--- config.mk ---
export PLATFORM = sky130hd
export DESIGN_NAME = rr_slot_scheduler_flat
export DESIGN_NICKNAME = d
export VERILOG_FILES = /design/src/rtl/rr_slot_scheduler_if.sv /design/src/rtl/rr_slot_scheduler.sv /design/src/flat_wrapper.sv
export SDC_FILE = /design/constraint.sdc
export NUM_CORES = 1
export LEC_CHECK = 0
export ABC_CLOCK_PERIOD_IN_PS = 4000
export CORE_MARGIN = 1
export CORE_UTILIZATION = 43
export DETAILED_ROUTE_END_ITERATION = 8
export SLEW_MARGIN = 40
export SYNTH_ARGS = -nofsm -noshare
export SYNTH_HDL_FRONTEND = slang
export SYNTH_SLANG_ARGS = --single-unit
--- constraint.sdc ---
create_clock -name i_clk -period 4 [get_ports i_clk]
set_input_delay 0.8 -clock i_clk [delete_from_list [all_inputs] [get_ports i_clk]]
set_output_delay 0.8 -clock i_clk [all_outputs]
set_load 0.03 [all_outputs]
--- src/rtl/rr_slot_scheduler_if.sv ---
// Signal bundle between the requesting channels (master) and one output-port
// slot scheduler (slave).
interface rr_slot_scheduler_if #(
  parameter int P_CHANNEL_NUM = 8,
  parameter int P_IDX_W       = 3
);
  // Level-based handshake, no ready/valid pair: a channel holds i_req[n] high
  // for as long as it wants the path. The slave answers with o_grant
  // (one-hot owner) and a one-cycle o_cfg_valid when the owner changes.
  // o_grant_valid marks the open data slot. i_done is a level sampled only
  // while the slot is open and ends that slot at the same edge.
  logic [P_CHANNEL_NUM-1:0] i_req;
  logic                     i_done;
  logic [P_CHANNEL_NUM-1:0] o_grant;
  logic                     o_grant_valid;
  logic                     o_cfg_valid;
  logic [P_IDX_W-1:0]       o_cfg_port;
  logic                     o_busy;

  modport master (
    output i_req, i_done,
    input  o_grant, o_grant_valid, o_cfg_valid, o_cfg_port, o_busy
  );

  modport slave (
    input  i_req, i_done,
    output o_grant, o_grant_valid, o_cfg_valid, o_cfg_port, o_busy
  );
endinterface

--- src/rtl/rr_slot_scheduler.sv ---
// Round-robin time-slot scheduler for one optical output port: grant,
// reconfigure strobe, guard settle interval, then a bounded data slot.
module rr_slot_scheduler #(
  parameter int P_CHANNEL_NUM = 8,
  parameter int P_SLOT_CYC    = 16,
  parameter int P_GUARD_CYC   = 4,
  parameter int P_IDX_W       = 3
) (
  input  logic                i_clk,
  input  logic                i_rst,
  rr_slot_scheduler_if.slave  sched,
  output logic [1:0]          o_dbg_state
);

  localparam int CNT_MAX = (P_SLOT_CYC > P_GUARD_CYC) ? P_SLOT_CYC : P_GUARD_CYC;
  localparam int CNT_W   = $clog2(CNT_MAX + 1);
  localparam logic [CNT_W-1:0]   SLOT_LAST  = CNT_W'(P_SLOT_CYC);
  localparam logic [CNT_W-1:0]   GUARD_LAST = CNT_W'(P_GUARD_CYC);
  localparam logic [P_IDX_W-1:0] IDX_LAST   = P_IDX_W'(P_CHANNEL_NUM - 1);

  typedef enum logic [1:0] {
    ST_IDLE  = 2'd0,
    ST_GUARD = 2'd1,
    ST_SLOT  = 2'd2
  } state_e;

  state_e                   state_q, state_d;
  logic [P_CHANNEL_NUM-1:0] grant_q, grant_d;
  logic [P_CHANNEL_NUM-1:0] ptr_q, ptr_d;
  logic [P_IDX_W-1:0]       port_q, port_d;
  logic                     cfg_q, cfg_d;
  logic [CNT_W-1:0]         cnt_q, cnt_d;

  logic [P_IDX_W-1:0]       ptr_idx;
  logic [P_IDX_W-1:0]       arb_base;
  logic                     win_found;
  logic [P_IDX_W-1:0]       win_idx;

  // Lowest requesting index at or above base, wrapping; scanned from the far
  // end so the closest hit overwrites the others.
  function automatic logic [P_IDX_W:0] pick(input logic [P_CHANNEL_NUM-1:0] req,
                                             input logic [P_IDX_W-1:0]       base);
    logic [P_IDX_W:0] sum;
    logic [P_IDX_W:0] res;
    res = '0;
    for (int i = P_CHANNEL_NUM - 1; i >= 0; i--) begin
      sum = {1'b0, base} + (P_IDX_W+1)'(i);
      if (sum >= (P_IDX_W+1)'(P_CHANNEL_NUM)) begin
        sum = sum - (P_IDX_W+1)'(P_CHANNEL_NUM);
      end
      if (req[sum[P_IDX_W-1:0]]) begin
        res = {1'b1, sum[P_IDX_W-1:0]};
      end
    end
    return res;
  endfunction

  always_comb begin
    ptr_idx = '0;
    for (int i = 0; i < P_CHANNEL_NUM; i++) begin
      if (ptr_q[i]) begin
        ptr_idx = P_IDX_W'(i);
      end
    end
  end

  // At the end of a slot the pointer moves past the owner in the same edge,
  // so arbitration already sees the rotated value.
  always_comb begin
    if (state_q == ST_SLOT) begin
      arb_base = (port_q == IDX_LAST) ? '0 : port_q + P_IDX_W'(1);
    end else begin
      arb_base = ptr_idx;
    end
    {win_found, win_idx} = pick(sched.i_req, arb_base);
  end

  always_comb begin
    state_d = state_q;
    grant_d = grant_q;
    ptr_d   = ptr_q;
    port_d  = port_q;
    cfg_d   = 1'b0;
    cnt_d   = cnt_q;

    case (state_q)
      ST_IDLE: begin
        if (win_found) begin
          state_d = ST_GUARD;
          grant_d = P_CHANNEL_NUM'(1) << win_idx;
          port_d  = win_idx;
          cfg_d   = 1'b1;
          cnt_d   = CNT_W'(1);
        end
      end

      ST_GUARD: begin
        if (cnt_q == GUARD_LAST) begin
          state_d = ST_SLOT;
          cnt_d   = CNT_W'(1);
        end else begin
          cnt_d = cnt_q + CNT_W'(1);
        end
      end

      ST_SLOT: begin
        if (sched.i_done || (cnt_q == SLOT_LAST)) begin
          ptr_d = {grant_q[P_CHANNEL_NUM-2:0], grant_q[P_CHANNEL_NUM-1]};
          if (!win_found) begin
            state_d = ST_IDLE;
            grant_d = '0;
            port_d  = '0;
            cnt_d   = '0;
          end else if (win_idx != port_q) begin
            state_d = ST_GUARD;
            grant_d = P_CHANNEL_NUM'(1) << win_idx;
            port_d  = win_idx;
            cfg_d   = 1'b1;
            cnt_d   = CNT_W'(1);
          end else begin
            // Sole requester keeps the path: the switch is already set.
            cnt_d = CNT_W'(1);
          end
        end else begin
          cnt_d = cnt_q + CNT_W'(1);
        end
      end

      default: begin
        state_d = ST_IDLE;
        grant_d = '0;
        port_d  = '0;
        cnt_d   = '0;
      end
    endcase
  end

  always_ff @(posedge i_clk or posedge i_rst) begin
    if (i_rst) begin
      state_q <= ST_IDLE;
      grant_q <= '0;
      ptr_q   <= P_CHANNEL_NUM'(1);
      port_q  <= '0;
      cfg_q   <= 1'b0;
      cnt_q   <= '0;
    end else begin
      state_q <= state_d;
      grant_q <= grant_d;
      ptr_q   <= ptr_d;
      port_q  <= port_d;
      cfg_q   <= cfg_d;
      cnt_q   <= cnt_d;
    end
  end

  assign sched.o_grant       = grant_q;
  assign sched.o_grant_valid = (state_q == ST_SLOT);
  assign sched.o_cfg_valid   = cfg_q;
  assign sched.o_cfg_port    = port_q;
  assign sched.o_busy        = (state_q != ST_IDLE);
  assign o_dbg_state         = state_q;

endmodule

--- src/flat_wrapper.sv ---
// flat-port wrapper written by rule: the top's interface ports become plain ports
module rr_slot_scheduler_flat 
#(
  parameter int P_CHANNEL_NUM = 8,
  parameter int P_SLOT_CYC    = 16,
  parameter int P_GUARD_CYC   = 4,
  parameter int P_IDX_W       = 3
)
  (i_clk, i_rst, o_dbg_state, sched_i_req, sched_i_done, sched_o_grant, sched_o_grant_valid, sched_o_cfg_valid, sched_o_cfg_port, sched_o_busy);
  rr_slot_scheduler_if #(.P_CHANNEL_NUM(P_CHANNEL_NUM), .P_IDX_W(P_IDX_W)) sched_i ();
  input  logic i_clk;
  input  logic i_rst;
  output logic [1:0] o_dbg_state;
  input wire logic [$bits(sched_i.i_req)-1:0] sched_i_req;
  input wire logic [$bits(sched_i.i_done)-1:0] sched_i_done;
  output wire logic [$bits(sched_i.o_grant)-1:0] sched_o_grant;
  output wire logic [$bits(sched_i.o_grant_valid)-1:0] sched_o_grant_valid;
  output wire logic [$bits(sched_i.o_cfg_valid)-1:0] sched_o_cfg_valid;
  output wire logic [$bits(sched_i.o_cfg_port)-1:0] sched_o_cfg_port;
  output wire logic [$bits(sched_i.o_busy)-1:0] sched_o_busy;
  assign sched_i.i_req = sched_i_req;
  assign sched_i.i_done = sched_i_done;
  assign sched_o_grant = sched_i.o_grant;
  assign sched_o_grant_valid = sched_i.o_grant_valid;
  assign sched_o_cfg_valid = sched_i.o_cfg_valid;
  assign sched_o_cfg_port = sched_i.o_cfg_port;
  assign sched_o_busy = sched_i.o_busy;
  rr_slot_scheduler #(.P_CHANNEL_NUM(P_CHANNEL_NUM), .P_SLOT_CYC(P_SLOT_CYC), .P_GUARD_CYC(P_GUARD_CYC), .P_IDX_W(P_IDX_W)) u_core (.i_clk(i_clk), .i_rst(i_rst), .sched(sched_i), .o_dbg_state(o_dbg_state));
endmodule
==> out/qor.csv, run 1 <==
metric;value;unit
status;complete, but fails checks;
violations;design-rule violations;
die_area;7131;sq um
synth_edf_count;0;
hp-start;u_core.cnt_q[3]$_DFFE_PP0N_;
synthFlopType;dfrtp_1;
nets;395;
fp-row-count;29;
syn_area_per_cell;8.830;sq um
drt-initial-drc-count;109;
cp-start-kind;flip-flop;
clk_pin_slew_worst_paths;0.09;ns
ys_ff_latch;26;
nFillCells;597;
die_x;84.45;um
grt_overflow;0;
synth_fa_ha_area_frac;0.02568;
cts_buffers;3;
yosysWarnings;0;
post-route-min-period;3.902;ns
muxShareOfSynthArea;0.1991;
area_growth;23.84;%
synth-simple-area-share;0.1905;
end_kind;flip-flop;
place.gp.congestion;0.9083;
crit_slowest_cell;dfrtp_2;
path_class;reg2reg;
dp_cells;445;
clock_latency;0.28;ns
r2r_start;u_core.sched.o_cfg_port[1]$_DFFE_PP0P_;
grt_use_total;0.2377;
cts_buffer_depth;2;
portBuffers;26;
grt_max_degree;27;
finClkSkew;0.01226;ns
crit_arrival;4.06;ns
synth_cell_types;78;
register_area;656.9;sq um
synth_compound_area_frac;0.2731;
viasPerCell;6.062;
critPathMostFrequentCell;ha_4;
slew_headroom;0.6373;
synth_area;2923;sq um
synthTopCellsByArea;dfrtp_1 22%, mux2i_1 10%, nand2_1 4.9%, mux2_2 4.6%, a32o_1 3.4%;
fmax;256.3;MHz
setup_viol;0;
cts_tree;yes;
finalHoldViolCount;0;
multi_input_area;2198;sq um
min_delay_path_depth;1;
yosysSeqAreaShare;0.2226;
cap_viol_max_count;0;
rrSetupSlack;0.1;ns
cp.required;4.16;ns
dp_hpwl;6225;um
final_cells;454;
synth_top_family_by_area;compound AO/OA/AOI/OAI gates;
grt_first_pass_wirelength;13520;um
clockRootBuffer;clkbuf_8;
io_pins;27;
wl_per_cell;17.67;um
rr_endpoint;u_core.sched.o_grant[4]$_DFFE_PP0P_;
period_share;0.9754;
synth_xor_area_frac;0.02098;
rsz0062_at_grt;yes;
tightest_slew;0.5433;ns
grt_pass1_vias;2687;
final_antenna_net_count;0;
antenna_cells;0;
die_h;84.45;um
drtPass1Iterations;7;
crit_chain;ha_4 > ha_4 > nor2_4 > nor2_4 > a21oi_4 > inv_8 > ha_4 > xor2_4 > mux2_4 > a221oi_2 > o22ai_2 > mux2_4 > a211oi_4 > o21ba_1 > a32o_2 > o2111ai_4 > a21o_4 > a32o_1;
synth-async-reset-ratio;1.000;
min_to;u_core.cnt_q[3]$_DFFE_PP0N_;
h-tree-depth;1;
synth_top_area_share;0.2226;
grt_antenna_before_repair;0;
numClockSinks;26;
final-max-slew-violation-count;0;
ctsHoldBuffers;0;
worst-r2r-cell-count;18;
synthesis.nets;348;
holdCritPathClass;reg2reg;
worst-path-max-fanout;9;
drc;2;
yosys.area.top_type;dfrtp_1;
drive_gt1_frac;0.2679;
syn-instance-count;331;
num_vias;2752;
start_util;0.4525;
cpPeakStageDelay;0.44;ns
routed_wl;8024;um
core;6459;sq um
==> how the worst max path moves through the flow <==
stage,startpoint,to,slack [ns],depth (start not counted)
6_report,u_core.sched.o_cfg_port[1]$_DFFE_PP0P_,u_core.sched.o_grant[4]$_DFFE_PP0P_,0.1,18
5_1_grt,u_core.sched.o_cfg_port[1]$_DFFE_PP0P_,u_core.sched.o_grant[1]$_DFFE_PP0P_,-0.06,18
4_1_cts,u_core.sched.o_cfg_port[1]$_DFFE_PP0P_,u_core.sched.o_grant[4]$_DFFE_PP0P_,0.007,18
3_5_place_dp,u_core.sched.o_cfg_port[1]$_DFFE_PP0P_,u_core.sched.o_grant[7]$_DFFE_PP0P_,0.002,18
3_3_place_gp,u_core.sched.o_cfg_port[1]$_DFFE_PP0P_,u_core.sched.o_grant[2]$_DFFE_PP0P_,0.14,17
2_1_floorplan,u_core.sched.o_cfg_port[0]$_DFFE_PP0P_,u_core.sched.o_cfg_port[0]$_DFFE_PP0P_,-0.13,21
==> state kept, by name, summed over array words and instances, names as in the netlist <==
signal                    cells
u_core.cnt_q                  5
u_core.o_dbg_state            2
u_core.ptr_q                  7
u_core.sched.o_cfg_port       3
u_core.sched.o_cfg_valid      1
u_core.sched.o_grant          8
==> layout by cell type, fill, tap and decap left out, drive strengths merged, types with 3 or more instances in the layout <==
master,netlist,layout
clkbuf,7,4
ha,6,6
o221ai,3,3
xnor2,3,3
a32o,10,10
o22a,4,4
and2,6,6
dfrtp,26,26
o21ai,19,19
mux2i,33,33
a21boi,6,6
mux4,3,3
nand2,38,38
buf,13,36
nor2b,6,6
o31ai,4,4
o22ai,9,9
a221oi,3,3
nand2b,11,11
mux2,13,13
nor3,6,6
or2,5,5
clkdlybuf4s50,0,26
a211oi,5,5
o21a,3,3
a21oi,13,13
nor2,24,24
inv,16,16
==> per-stage QoR <==
| step | worst slack [ns] | setup TNS, ns | cell area [sq um] | hold slack, ns | utilization |
|---|---|---|---|---|---|
| 3_3_place_gp | 0.1391 | 0 | 3472 | 0.4952 | 0.5376 |
| 6_report | 0.09831 | 0 | 3620 | 0.5153 | 0.5604 |
| 3_5_place_dp | 0.002395 | 0 | 3472 | 0.4991 | 0.5376 |
| 4_1_cts | 0.007417 | 0 | 3528 | 0.5145 | 0.5463 |
| 5_1_grt | -0.06111 | -0.5168 | 3620 | 0.5302 | 0.5604 |
| 2_1_floorplan | -0.1336 | -1.249 | 3047 | 0.4666 | - |
==> cell families (layout without fill, tap and decap cells) <==
family / Yosys count / in the layout
adder cells (fa/ha/maj): 6 / 6
AND/OR/NAND/NOR: 108 / 108
buffers and inverters: 37 / 83
flip-flops: 26 / 26
AO/OA/AOI/OAI: 101 / 101
multiplexers: 49 / 49
XOR/XNOR: 4 / 4
==> synthesized netlist by cell type (3+ instances only) <==
cell type and number:
a211oi_1 3, ha_1 6, clkbuf_1 7, a21oi_1 11
mux4_2 3, nor3_1 3, mux2_2 12, mux2i_1 30
nand2_1 38, nor2b_1 6, dfrtp_1 26, nand2b_1 10
and2_1 6, mux2i_4 3, o31ai_1 4, buf_2 4
a221oi_1 3, a32o_1 10, o22ai_1 9, buf_6 5
a21boi_0 3, o221ai_1 3, o22a_1 4, or2_1 3
o21a_1 3, nor3_2 3, o21ai_0 16, inv_1 14
nor2_1 22
==> final cells by class <==
type | count | area share
timing repair buffer | 62 | 0.1486
clock buffer | 4 | 0.01521
multi-input combinational | 268 | 0.6073
tap | 77 | 0.02662
inverter | 17 | 0.02074
sequential | 26 | 0.1815
==> worst max-delay path: cells and delay by family (launching register included) <==
| family | cells | cell delay (ns) |
|---|---|---|
| adders and majority gates | 3 | 0.53 |
| buffers and inverters | 1 | 0.04 |
| DFF | 1 | 0.44 |
| muxes | 2 | 0.61 |
| xor gates and xnor gates | 1 | 0.17 |
| and+or+nand+nor | 2 | 0.18 |
| AOI/OAI and AO/OA | 9 | 1.82 |
==> routing by layer <==
metal	up-vias	wire length [um]	global-route usage	part of all wire
met5	-	0	0	0
met4	0	118	0.07858	0.015
met3	8	267	0.02065	0.033
met2	72	3910	0.4098	0.49
met1	1348	3728	0.3154	0.46
li1	1324	-	-	-
==> what timing repair did <==
action / in CTS / in global routing
buffers inserted: 0 / 5
gates resized for setup: 1 / 14
endpoints found under the setup margin: 9 / 14
pin swaps: 0 / 9
Power of run 1 is not shown: default switching activity piles up to over one toggle a cycle in this logic, so the estimate is an artifact.
==> inputs of run 2 (changes only) <==
CAP_MARGIN = 20   (was unset)
==> results of run 2 <==
Final layout, timing and power as in run 1 (identical DEF).
Power of run 2 is left out for the same reason.
==> inputs of run 3 (changes only) <==
ABC_AREA = 1   (was unset)
PLACE_DENSITY = 0.66   (was unset)
==> run 3 against run 2 <==
Net effect:
- the run now ends clean
- non-clock buffer count down 33
- highest routed layer unchanged
- critical endpoint is now u_core.sched.o_grant[5]$_DFFE_PP0P_
- via count decreased by 20%
- register-to-register slack improved by 0.30 ns
- global-route usage down 2.6 points
==> out/qor.csv, run 3 <==
metric;value;unit;change
ctsHoldBuffers;0;;unchanged
place.gp.congestion;0.9168;;+0.94%
core;5140;sq um;-20%
synth_cell_types;36;;-54%
portBuffers;26;;unchanged
finalSetupTns;0;ns;unchanged
crit_arrival;3.77;ns;-0.29 ns
fp-row-count;26;;-10%
ys_ff_latch;26;;unchanged
io_pins;27;;unchanged
finClkSkew;0.003104;ns;-0.009153 ns
drt-initial-drc-count;165;;+51%
grt_max_degree;27;;unchanged
synth_compound_area_frac;0.09477;;-0.1783
cp.required;4.17;ns;about the same
yosys.area.top_type;dfrtp_1;;
rrSetupSlack;0.39;ns;+0.30 ns
finalHoldViolCount;0;;unchanged
path_class;reg2reg;;
routed_wl;5550;um;-31%
synthesis.nets;342;;-1.7%
r2r_start;u_core.sched.o_cfg_port[0]$_DFFE_PP0P_;;
synth_top_family_by_area;simple AND/OR/NAND/NOR gates;;
area_growth;16.56;%;
cts_resized;0;;-1
worst-path-max-fanout;14;;+5
numClockSinks;26;;unchanged
cts_buffer_depth;2;;unchanged
drc;0;;-2
drtPass1Iterations;5;;-2
synth_area;2297;sq um;-21%
dp_hpwl;4364;um;-30%
die_area;5639;sq um;-21%
nets;369;;-6.6%
grt_overflow;0;;unchanged
nFillCells;546;;-8.5%
final-max-slew-violation-count;0;;unchanged
design_area;2678;sq um;-26%
grt_antenna_before_repair;0;;unchanged
wl_per_cell;13.18;um;-25%
synth_fa_ha_area_frac;0.03268;;+0.006995
synth_edf_count;0;;unchanged
syn-instance-count;325;;-1.8%
crit_start;u_core.sched.o_cfg_port[0]$_DFFE_PP0P_;;
muxShareOfSynthArea;0;;-0.1991
synthFlopType;dfrtp_1;;
tightest_slew;0.6643;ns;+0.1210 ns
hp-start;u_core.ptr_q[1]$_DFFE_PP0P_;;
clk_pin_slew_worst_paths;0.09;ns;about the same
yosysSeqAreaShare;0.2832;;+0.06062
clock_latency;0.28;ns;about the same
cp-start-kind;flip-flop;;
die_h;75.09;um;-11%
cts_buffers;3;;unchanged
synth-async-reset-ratio;1.000;;unchanged
start_util;0.4469;;-0.005605
period_share;0.9013;;-0.07413
post-route-min-period;3.605;ns;-0.2965 ns
grt_first_pass_wirelength;9135;um;-32%
multi_input_area;1396;sq um;-36%
largest_reg_flops;8;;unchanged
cts_tree;yes;;
post-cts-setup-buffers;0;;unchanged
setup_viol;0;;unchanged
grt_use_total;0.2120;;-0.02568
antenna_cells;0;;unchanged
viasPerCell;5.259;;-13%
yosysMostFrequentCell;nand2_1;;
layout_commonest_cell;nand2_1;;
rsz0062_at_grt;no;;
syn_area_per_cell;7.068;sq um;-20%
synth-simple-area-share;0.4477;;+0.2572
drive_gt1_frac;0.1624;;-0.1055
clockRootBuffer;clkbuf_8;;
yosysWarnings;0;;unchanged
final_cells;421;;-7.3%
num_vias;2214;;-20%
register_area;650.6;sq um;-0.95%
grt_pass1_vias;1979;;-26%
final_antenna_net_count;0;;unchanged
holdCritPathClass;reg2reg;;
dp_cells;417;;-6.3%
slew_headroom;0.5555;;-0.08178
end_kind;flip-flop;;
h-tree-depth;1;;unchanged
final_cell_mix;78 x nand2_1, 45 x nand3_1, 42 x inv_1;;
synthTopCellsByArea;dfrtp_1 28%, nand2_1 13%, nand3_1 9.8%, inv_1 7.2%, nand2_2 5.4%;;
cap_viol_max_count;0;;unchanged
synth_top_area_share;0.2832;;+0.06062
place_area;2606;sq um;-25%
synth_xor_area_frac;0.03268;;+0.01170
die_x;75.09;um;-11%
fmax;277.4;MHz;+8.2%
ys_top_cells_by_count;78 x nand2_1, 45 x nand3_1, 44 x inv_1, 26 x dfrtp_1, 20 x nand2_2;;
status;finished, final reports clean;;
==> run 3: cell count changes after synthesis, moves of 10 or more <==
| cell | previous run | this run |
|---|---|---|
| a32o_1 | 10 | 0 |
| inv_1 | 14 | 44 |
| mux2_2 | 12 | 0 |
| mux2i_1 | 30 | 0 |
| nand2_1 | 38 | 78 |
| nand2_2 | 0 | 20 |
| nand2b_1 | 10 | 0 |
| nand3_1 | 2 | 45 |
| nand4_1 | 1 | 17 |
==> run 3: metal layers <==
layer  GRT usage  wire length (um)  vias to the layer above
met2      0.3343              2484                       62
met5           0                 0                        -
met3     0.03882               351                        3
li1            -                 -                     1120
met4     0.01887                19                        0
met1      0.3132              2694                     1029
==> run 3: logic make-up after synthesis <==
logic type / Yosys count
simple gates: 196
buf+inv: 56
fa+ha+maj: 6
xor+xnor: 6
flops: 26
compound gates: 35
==> run 3: area by class of cell <==
class | count | area share
inverters | 49 | 0.07056
flip-flops and latches | 26 | 0.2430
clock inverters | 1 | 0.01121
multi-input cells | 243 | 0.5215
clock buffers | 3 | 0.01542
repair buffers | 29 | 0.1056
well taps | 70 | 0.03271
==> run 3: final timing paths <==
check / to / depth (start not counted)
worst min register to register: u_core.ptr_q[1]$_DFFE_PP0P_ / 2
worst min-delay path: u_core.ptr_q[1]$_DFFE_PP0P_ / 2
max in group asynchronous: u_core.sched.o_cfg_port[1]$_DFFE_PP0P_ / 2
worst max-delay path: u_core.sched.o_grant[5]$_DFFE_PP0P_ / 26
min in group asynchronous: u_core.o_dbg_state[1]$_DFFE_PP0P_ / 2
worst max register to register: u_core.sched.o_grant[5]$_DFFE_PP0P_ / 26
==> run 3: worst max-delay path, stage by stage, from the launching register on <==
cell	delay, ns
dfrtp_1	0.50
ha_1	0.26
ha_1	0.20
o21ai_2	0.16
nand2_2	0.17
inv_1	0.13
ha_1	0.32
inv_2	0.16
nand3_1	0.12
nand3_1	0.12
inv_1	0.06
nand2_1	0.06
nand2_1	0.05
nand2_1	0.06
nand2_1	0.05
nand2_1	0.06
nand2_1	0.06
nand2_2	0.08
nand2_2	0.05
nand2_1	0.10
nand2_1	0.06
nand2_1	0.10
nor2_4	0.05
nand3_4	0.13
nand3_4	0.21
nand2_1	0.12
nand2_1	0.06
==> run 3: through the flow <==
step	hold WS [ns]	utilization	setup slack, ns
detailed placement	0.4670	0.5071	0.3717
global route	0.5280	0.5209	0.08626
floorplan	0.4422	-	0.5407
CTS	0.4891	0.5209	0.3324
finish	0.4865	0.5209	0.3948
global placement	0.4679	0.5071	0.4494
Power of run 3 is left out for the same reason.
